**config.mk**
```make
export PLATFORM = sky130hd
export DESIGN_NAME = vram_write_port
export DESIGN_NICKNAME = d
export VERILOG_FILES = /design/src/rtl/vram_write_port_pkg.sv /design/src/rtl/vram_req_fifo.sv /design/src/rtl/vram_write_port.sv
export SDC_FILE = /design/constraint.sdc
export NUM_CORES = 1
export LEC_CHECK = 0
export ABC_AREA = 0
export BUFFER_PORTS_ARGS = -buffer_cell sky130_fd_sc_hd__buf_2
export CELL_PAD_IN_SITES_DETAIL_PLACEMENT = 2
export CELL_PAD_IN_SITES_GLOBAL_PLACEMENT = 2
export CORE_MARGIN = 4
export CORE_UTILIZATION = 40
export CTS_BUF_LIST = sky130_fd_sc_hd__clkbuf_4
export DETAILED_ROUTE_END_ITERATION = 16
export HOLD_SLACK_MARGIN = 0.03
export PLACE_DENSITY_LB_ADDON = 0.1
export SLEW_MARGIN = 20
export SYNTH_ARGS = -nofsm -noshare
export SYNTH_HDL_FRONTEND = slang
export SYNTH_SLANG_ARGS = --single-unit
```
**constraint.sdc**
```tcl
create_clock -name clk -period 6.4 [get_ports clk]
set_input_delay 0 -clock clk [delete_from_list [all_inputs] [get_ports clk]]
set_output_delay 0 -clock clk [all_outputs]
set_load 0.01 [all_outputs]
```
**src/rtl/vram_write_port_pkg.sv**
```systemverilog
// Shared types and geometry for the PPU video-memory write path.
// Region encoding, RAM widths and the buffered request record.
package vram_write_port_pkg;

  localparam int SP_ADDR_W   = 10;
  localparam int SP_DATA_W   = 32;
  localparam int MAP_ADDR_W  = 11;
  localparam int MAP_DATA_W  = 16;
  localparam int TILE_ADDR_W = 15;
  localparam int TILE_DATA_W = 8;
  localparam int PAL_ADDR_W  = 8;
  localparam int PAL_DATA_W  = 32;

  localparam int INDEX_W = 13;
  localparam int WORD_W  = 32;
  localparam int BE_W    = 4;

  typedef enum logic [1:0] {
    REG_SP   = 2'd0,
    REG_MAP  = 2'd1,
    REG_TILE = 2'd2,
    REG_PAL  = 2'd3
  } region_t;

  typedef struct packed {
    region_t              region;
    logic [INDEX_W-1:0]   index;
    logic [WORD_W-1:0]    data;
    logic [BE_W-1:0]      be;
  } req_t;

  // Number of RAM writes a 32-bit word expands into for a region.
  function automatic logic [2:0] region_lanes(input region_t region);
    case (region)
      REG_MAP:  region_lanes = 3'd2;
      REG_TILE: region_lanes = 3'd4;
      default:  region_lanes = 3'd1;
    endcase
  endfunction

endpackage

```
**src/rtl/vram_req_fifo.sv**
```systemverilog
// Synchronous single-clock FIFO of write requests with full/empty flags.
// No bypass: a pushed entry reaches the head on the following cycle.
module vram_req_fifo
  import vram_write_port_pkg::*;
#(
  parameter int DEPTH = 4
) (
  input  logic                   clk,
  input  logic                   rst,
  input  logic                   push,
  input  req_t                   wdata,
  input  logic                   pop,
  output req_t                   rdata,
  output logic                   full,
  output logic                   empty,
  output logic [$clog2(DEPTH):0] level
);

  localparam int PTR_W = $clog2(DEPTH);

  req_t             mem [DEPTH];
  logic [PTR_W:0]   wr_ptr;
  logic [PTR_W:0]   rd_ptr;

  // Extra pointer bit distinguishes full from empty when the indices match.
  assign level = wr_ptr - rd_ptr;
  assign empty = (wr_ptr == rd_ptr);
  assign full  = (wr_ptr[PTR_W] != rd_ptr[PTR_W]) &&
                 (wr_ptr[PTR_W-1:0] == rd_ptr[PTR_W-1:0]);
  assign rdata = mem[rd_ptr[PTR_W-1:0]];

  always_ff @(posedge clk) begin
    if (rst) begin
      wr_ptr <= '0;
      rd_ptr <= '0;
    end else begin
      if (push && !full) begin
        wr_ptr <= wr_ptr + (PTR_W+1)'(1);
      end
      if (pop && !empty) begin
        rd_ptr <= rd_ptr + (PTR_W+1)'(1);
      end
    end
  end

  always_ff @(posedge clk) begin
    if (push && !full) begin
      mem[wr_ptr[PTR_W-1:0]] <= wdata;
    end
  end

endmodule

```
**src/rtl/vram_write_port.sv**
```systemverilog
// CPU-side writer for sprite, map, tile and palette RAM: buffers 32-bit
// words, splits them into RAM-width lanes and optionally commits only in blanking.
module vram_write_port
  import vram_write_port_pkg::*;
#(
  parameter int FIFO_DEPTH = 4,
  parameter bit BLANK_ONLY = 1'b1
) (
  input  logic                   clk,
  input  logic                   rst,
  input  logic                   blank,
  input  logic                   req_valid,
  output logic                   req_ready,
  input  logic [14:0]            req_addr,
  input  logic [31:0]            req_data,
  input  logic [3:0]             req_be,
  output logic                   sp_we,
  output logic [SP_ADDR_W-1:0]   sp_addr,
  output logic [SP_DATA_W-1:0]   sp_wdata,
  output logic                   map_we,
  output logic [MAP_ADDR_W-1:0]  map_addr,
  output logic [MAP_DATA_W-1:0]  map_wdata,
  output logic                   tile_we,
  output logic [TILE_ADDR_W-1:0] tile_addr,
  output logic [TILE_DATA_W-1:0] tile_wdata,
  output logic                   pal_we,
  output logic [PAL_ADDR_W-1:0]  pal_addr,
  output logic [PAL_DATA_W-1:0]  pal_wdata,
  output logic                   busy
);

  localparam int LVL_W = $clog2(FIFO_DEPTH) + 1;

  typedef enum logic [1:0] {
    IDLE = 2'd0,
    LOAD = 2'd1,
    EMIT = 2'd2
  } state_t;

  state_t             state_r, state_n;
  req_t               cur_r, cur_n;
  logic [1:0]         lane_r, lane_n;
  logic [2:0]         count_r, count_n;
  req_t               in_req, head;
  logic               full, empty, pop, push_acc, go, map_en;
  logic [LVL_W-1:0]   level;

  logic                   sp_we_n, map_we_n, tile_we_n, pal_we_n, busy_n;
  logic [SP_ADDR_W-1:0]   sp_addr_n;
  logic [SP_DATA_W-1:0]   sp_wdata_n;
  logic [MAP_ADDR_W-1:0]  map_addr_n;
  logic [MAP_DATA_W-1:0]  map_wdata_n;
  logic [TILE_ADDR_W-1:0] tile_addr_n;
  logic [TILE_DATA_W-1:0] tile_wdata_n;
  logic [PAL_ADDR_W-1:0]  pal_addr_n;
  logic [PAL_DATA_W-1:0]  pal_wdata_n;

  assign in_req    = '{region: region_t'(req_addr[14:13]), index: req_addr[12:0],
                       data: req_data, be: req_be};
  assign req_ready = !full;
  assign push_acc  = req_valid && !full;
  assign go        = blank || !BLANK_ONLY;
  assign map_en    = lane_r[0] ? (|cur_r.be[3:2]) : (|cur_r.be[1:0]);

  vram_req_fifo #(.DEPTH(FIFO_DEPTH)) u_fifo (
    .clk   (clk),
    .rst   (rst),
    .push  (req_valid),
    .wdata (in_req),
    .pop   (pop),
    .rdata (head),
    .full  (full),
    .empty (empty),
    .level (level)
  );

  // The word is captured on the popping edge, since the head moves on after it.
  always_comb begin
    state_n      = state_r;
    cur_n        = cur_r;
    lane_n       = lane_r;
    count_n      = count_r;
    pop          = 1'b0;
    sp_we_n      = 1'b0;
    map_we_n     = 1'b0;
    tile_we_n    = 1'b0;
    pal_we_n     = 1'b0;
    sp_addr_n    = sp_addr;
    sp_wdata_n   = sp_wdata;
    map_addr_n   = map_addr;
    map_wdata_n  = map_wdata;
    tile_addr_n  = tile_addr;
    tile_wdata_n = tile_wdata;
    pal_addr_n   = pal_addr;
    pal_wdata_n  = pal_wdata;
    case (state_r)
      IDLE: begin
        if (!empty) begin
          pop     = 1'b1;
          cur_n   = head;
          state_n = LOAD;
        end else begin
          state_n = IDLE;
        end
      end
      LOAD: begin
        lane_n  = 2'd0;
        count_n = region_lanes(cur_r.region);
        state_n = EMIT;
      end
      EMIT: begin
        if (go) begin
          case (cur_r.region)
            REG_SP: begin
              if (|cur_r.be) begin
                sp_we_n    = 1'b1;
                sp_addr_n  = cur_r.index[SP_ADDR_W-1:0];
                sp_wdata_n = cur_r.data;
              end else begin
                sp_we_n = 1'b0;
              end
            end
            REG_MAP: begin
              if (map_en) begin
                map_we_n    = 1'b1;
                map_addr_n  = {cur_r.index[MAP_ADDR_W-2:0], lane_r[0]};
                map_wdata_n = lane_r[0] ? cur_r.data[31:16] : cur_r.data[15:0];
              end else begin
                map_we_n = 1'b0;
              end
            end
            REG_TILE: begin
              if (cur_r.be[lane_r]) begin
                tile_we_n    = 1'b1;
                tile_addr_n  = {cur_r.index, lane_r};
                tile_wdata_n = cur_r.data[{lane_r, 3'b000} +: 8];
              end else begin
                tile_we_n = 1'b0;
              end
            end
            REG_PAL: begin
              if (|cur_r.be) begin
                pal_we_n    = 1'b1;
                pal_addr_n  = cur_r.index[PAL_ADDR_W-1:0];
                pal_wdata_n = cur_r.data;
              end else begin
                pal_we_n = 1'b0;
              end
            end
            default: begin
              sp_we_n = 1'b0;
            end
          endcase
          if ({1'b0, lane_r} == (count_r - 3'd1)) begin
            state_n = IDLE;
          end else begin
            lane_n = lane_r + 2'd1;
          end
        end else begin
          state_n = EMIT;
        end
      end
      default: begin
        state_n = IDLE;
      end
    endcase
    // Busy covers the strobe being presented as well as queued and in-flight work.
    busy_n = push_acc || (level > LVL_W'(pop)) || (state_n != IDLE) ||
             sp_we_n || map_we_n || tile_we_n || pal_we_n;
  end

  always_ff @(posedge clk) begin
    if (rst) begin
      state_r    <= IDLE;
      cur_r      <= '0;
      lane_r     <= 2'd0;
      count_r    <= 3'd0;
      sp_we      <= 1'b0;
      map_we     <= 1'b0;
      tile_we    <= 1'b0;
      pal_we     <= 1'b0;
      sp_addr    <= '0;
      sp_wdata   <= '0;
      map_addr   <= '0;
      map_wdata  <= '0;
      tile_addr  <= '0;
      tile_wdata <= '0;
      pal_addr   <= '0;
      pal_wdata  <= '0;
      busy       <= 1'b0;
    end else begin
      state_r    <= state_n;
      cur_r      <= cur_n;
      lane_r     <= lane_n;
      count_r    <= count_n;
      sp_we      <= sp_we_n;
      map_we     <= map_we_n;
      tile_we    <= tile_we_n;
      pal_we     <= pal_we_n;
      sp_addr    <= sp_addr_n;
      sp_wdata   <= sp_wdata_n;
      map_addr   <= map_addr_n;
      map_wdata  <= map_wdata_n;
      tile_addr  <= tile_addr_n;
      tile_wdata <= tile_wdata_n;
      pal_addr   <= pal_addr_n;
      pal_wdata  <= pal_wdata_n;
      busy       <= busy_n;
    end
  end

endmodule

```
==> flow_summary.yaml <==
global_route:
  grt_pass1_vias: 11800
  track_usage_pct: 23.5
  grt_max_degree: 126
  grt_pass1_wl_um: 74000
  grt_overflow_total: 0
  antenna_found_initial: 2
routing:
  avgRoutedWirePerCell_um: 23.1
  drtPass1Iterations: 5
  drt_wl_total_um: 48500
  vias: 10700
  drc_errors: 0
  drt.antenna.violating_nets: 0
  drt-vias-per-instance: 5.12
  first_iter_violations: 574
sta:
  tns_ns: 0
  drv_slew: 0
  final.setup_skew_ns: 0.0611
  final_hold_viol_count: 0
  fin_crit_ns: 2.94
  rsz0062_at_grt: "false"
  worstMarginPinSlew_ns: 1.08
  slew-limit-headroom_pct: 27.9
  finalCritPeriodShare_pct: 45.9
  clock.fmax_mhz: 340
  setup_viol: 0
floorplan:
  fp-row-count: 70
  die_area_um2: 40800
  core_um2: 36900
  start_util_pct: 40.9
  chipWidth_um: 202
  pin_count: 193
  fp.dieH_um: 202
layout:
  multi_input_area_um2: 4540
  fillers: 3617
  ff_latch_area_um2: 10200
  syn_to_final_growth_pct: 25.1
  final_nets: 1584
  final_layout_size_suffix_gt1_share_pct: 27.9
setup_path:
  worstPathCellList: "ha_1, a311o_2, inv_2, ha_1, o21ai_0, nor3_1, a41oi_1"
  crit_buf_inv: 1
  end_kind: "flop"
  crit_family: "buffers and inverters"
  cp_slowest_cell: "inv_2"
  slowest_delay_ns: 0.75
  required_ns: 7.09
  worst_setup_path_start_kind: "flop"
  crit_top_cell: "ha_1"
  crit_fanout: 55
  crit_type: "flop to flop"
  worstPathArrival_ns: 3.63
logic_synthesis:
  synthTopCellsByCount: "nand2_1 (278), edfxtp_1 (204), dfxtp_1 (201)"
  syn_inst: 1176
  synth_top_area_cell: "edfxtp_1"
  yosysSeqAreaShare_pct: 67.4
  yosys_most_used_dff: "edfxtp_1"
  synth_nets: 1246
  ys_types: 48
  async_reset_ff_share_pct: 0
  yosysMostFrequentCell: "nand2_1"
  synth_area_leaders: "edfxtp_1 (41%), dfxtp_1 (27%), mux4_2 (7.8%)"
  synth_top_area_share_pct: 40.7
  ys_warn_count: 0
  synth_seq_cells: 405
  netlist_area_um2: 15100
  avgSynthCellArea_um2: 12.8
  synth_edf_count: 204
clocking:
  cts_resized: 0
  cts_buffer_depth: 3
  worstSkewPairLatency_ns: 0.81
  tritoncts: "yes"
  clk_pin_slew_worst_paths_ns: 0.07
  htreeDepth: 3
  numCtsBuffers: 106
  cts_root_buf: "clkbuf_4"
  clock-sinks: 405
place:
  io_buffers: 192
  gp_congestion: 0.761
  hpwl_um: 29000
pwr:
  leakage_uw: 0.00707
  total_power_uw: 6930
  peakVddDrop_uv: 196
  p_per_area_nw_per_um2: 368
flow_run:
  maxCapViolations: 0
worst_hold_path:
  hp-class: "input pin to flop"
status:
  status: "finished, final reports clean"
## metrics by stage
step	cell area, µm²	utilization (%)	worst slack [ns]	hold WS, ns	std cells
4_1_cts	18800	51.1	3.44	0.130	2094
3_5_place_dp	16400	44.5	3.50	0.222	1805
5_1_grt	18800	51.1	3.20	0.162	2096
6_report	18800	51.1	3.46	0.224	2096
3_3_place_gp	16400	44.5	3.56	0.216	1805
2_1_floorplan	15100	-	3.11	0.0989	1176
## logic make-up (layout without fill, tap and decap cells)
logic type	after synthesis	after routing	share of synthesized area, %
mux	114	114	11.9
flops	405	405	67.4
fa+ha+maj	15	15	1.30
compound gates	182	182	6.77
simple gates	362	362	9.53
xor+xnor	8	8	0.465
buf+inv	90	504	2.68
other cells	0	2	0
## cell usage in the layout, fill, tap and decap left out, types with 52 or more instances in the layout
| master | n |
|---|---|
| dlygate4sd3_1 | 105 |
| edfxtp_1 | 204 |
| buf_2 | 191 |
| nor2_1 | 57 |
| nand2_1 | 278 |
| mux2i_1 | 62 |
| clkbuf_4 | 165 |
| mux4_2 | 52 |
| dfxtp_1 | 199 |
| a21oi_1 | 145 |
## layer usage
layer	vias up	track usage, %	share of wire [%]
met2	295	39.8	49
met4	0	6.62	2.0
met5	-	0	0
li1	4927	-	-
met1	5430	30.7	44
met3	70	5.18	4.6
## registers in the layout, summed over array words and instances, names as in the netlist, 10 cells and up
register / count
cur_r: 51
map_addr: 11
map_wdata: 16
pal_wdata: 32
sp_addr: 10
sp_wdata: 32
tile_addr: 15
u_fifo.mem: 204
## final cells by class
class / count / area share [%]
Tap cell: 504 / 3.35
Inverter: 12 / 0.239
Sequential cell: 405 / 53.9
Antenna cell: 2 / 0.0266
Clock buffer: 165 / 6.57
Timing Repair Buffer: 308 / 11.1
Clock inverter: 19 / 0.691
Multi-Input combinational cell: 681 / 24.1
## tightest hold or removal path: cells and delay by family
family,cells,cell delay (ns)
buffers and inverters,2,0.72
AO/OA/AOI/OAI,2,0.26
## path summary, 6_finish.rpt
path / startpoint / endpoint / slack, ns / cells past startpoint
max: u_fifo.rd_ptr[0]$_SDFFE_PP0P_ / busy$_SDFF_PP0_ / 3.46 / 7
min: blank / state_r[1]$_SDFF_PP0_ / 0.22 / 4
max reg2reg: u_fifo.rd_ptr[0]$_SDFFE_PP0P_ / busy$_SDFF_PP0_ / 3.46 / 7
min reg2reg: sp_addr[3]$_SDFFE_PP0P_ / sp_addr[3]$_SDFFE_PP0P_ / 0.45 / 2
## power by group
group | leakage [µW] | switching (µW) | total [µW] | internal [µW]
sequential | 0.00350 | 362 | 3330 | 2960
combinational | 0.00275 | 764 | 1260 | 500
clock | 0.000823 | 1090 | 2340 | 1240
total | 0.00707 | 2220 | 6930 | 4710
## repair_timing
item | CTS | global route
endpoints found under the hold margin | 356 | 0
hold buffers | 105 | 0
buffers inserted | 0 | 0
No activity file was read; power rests on OpenSTA's default activity.
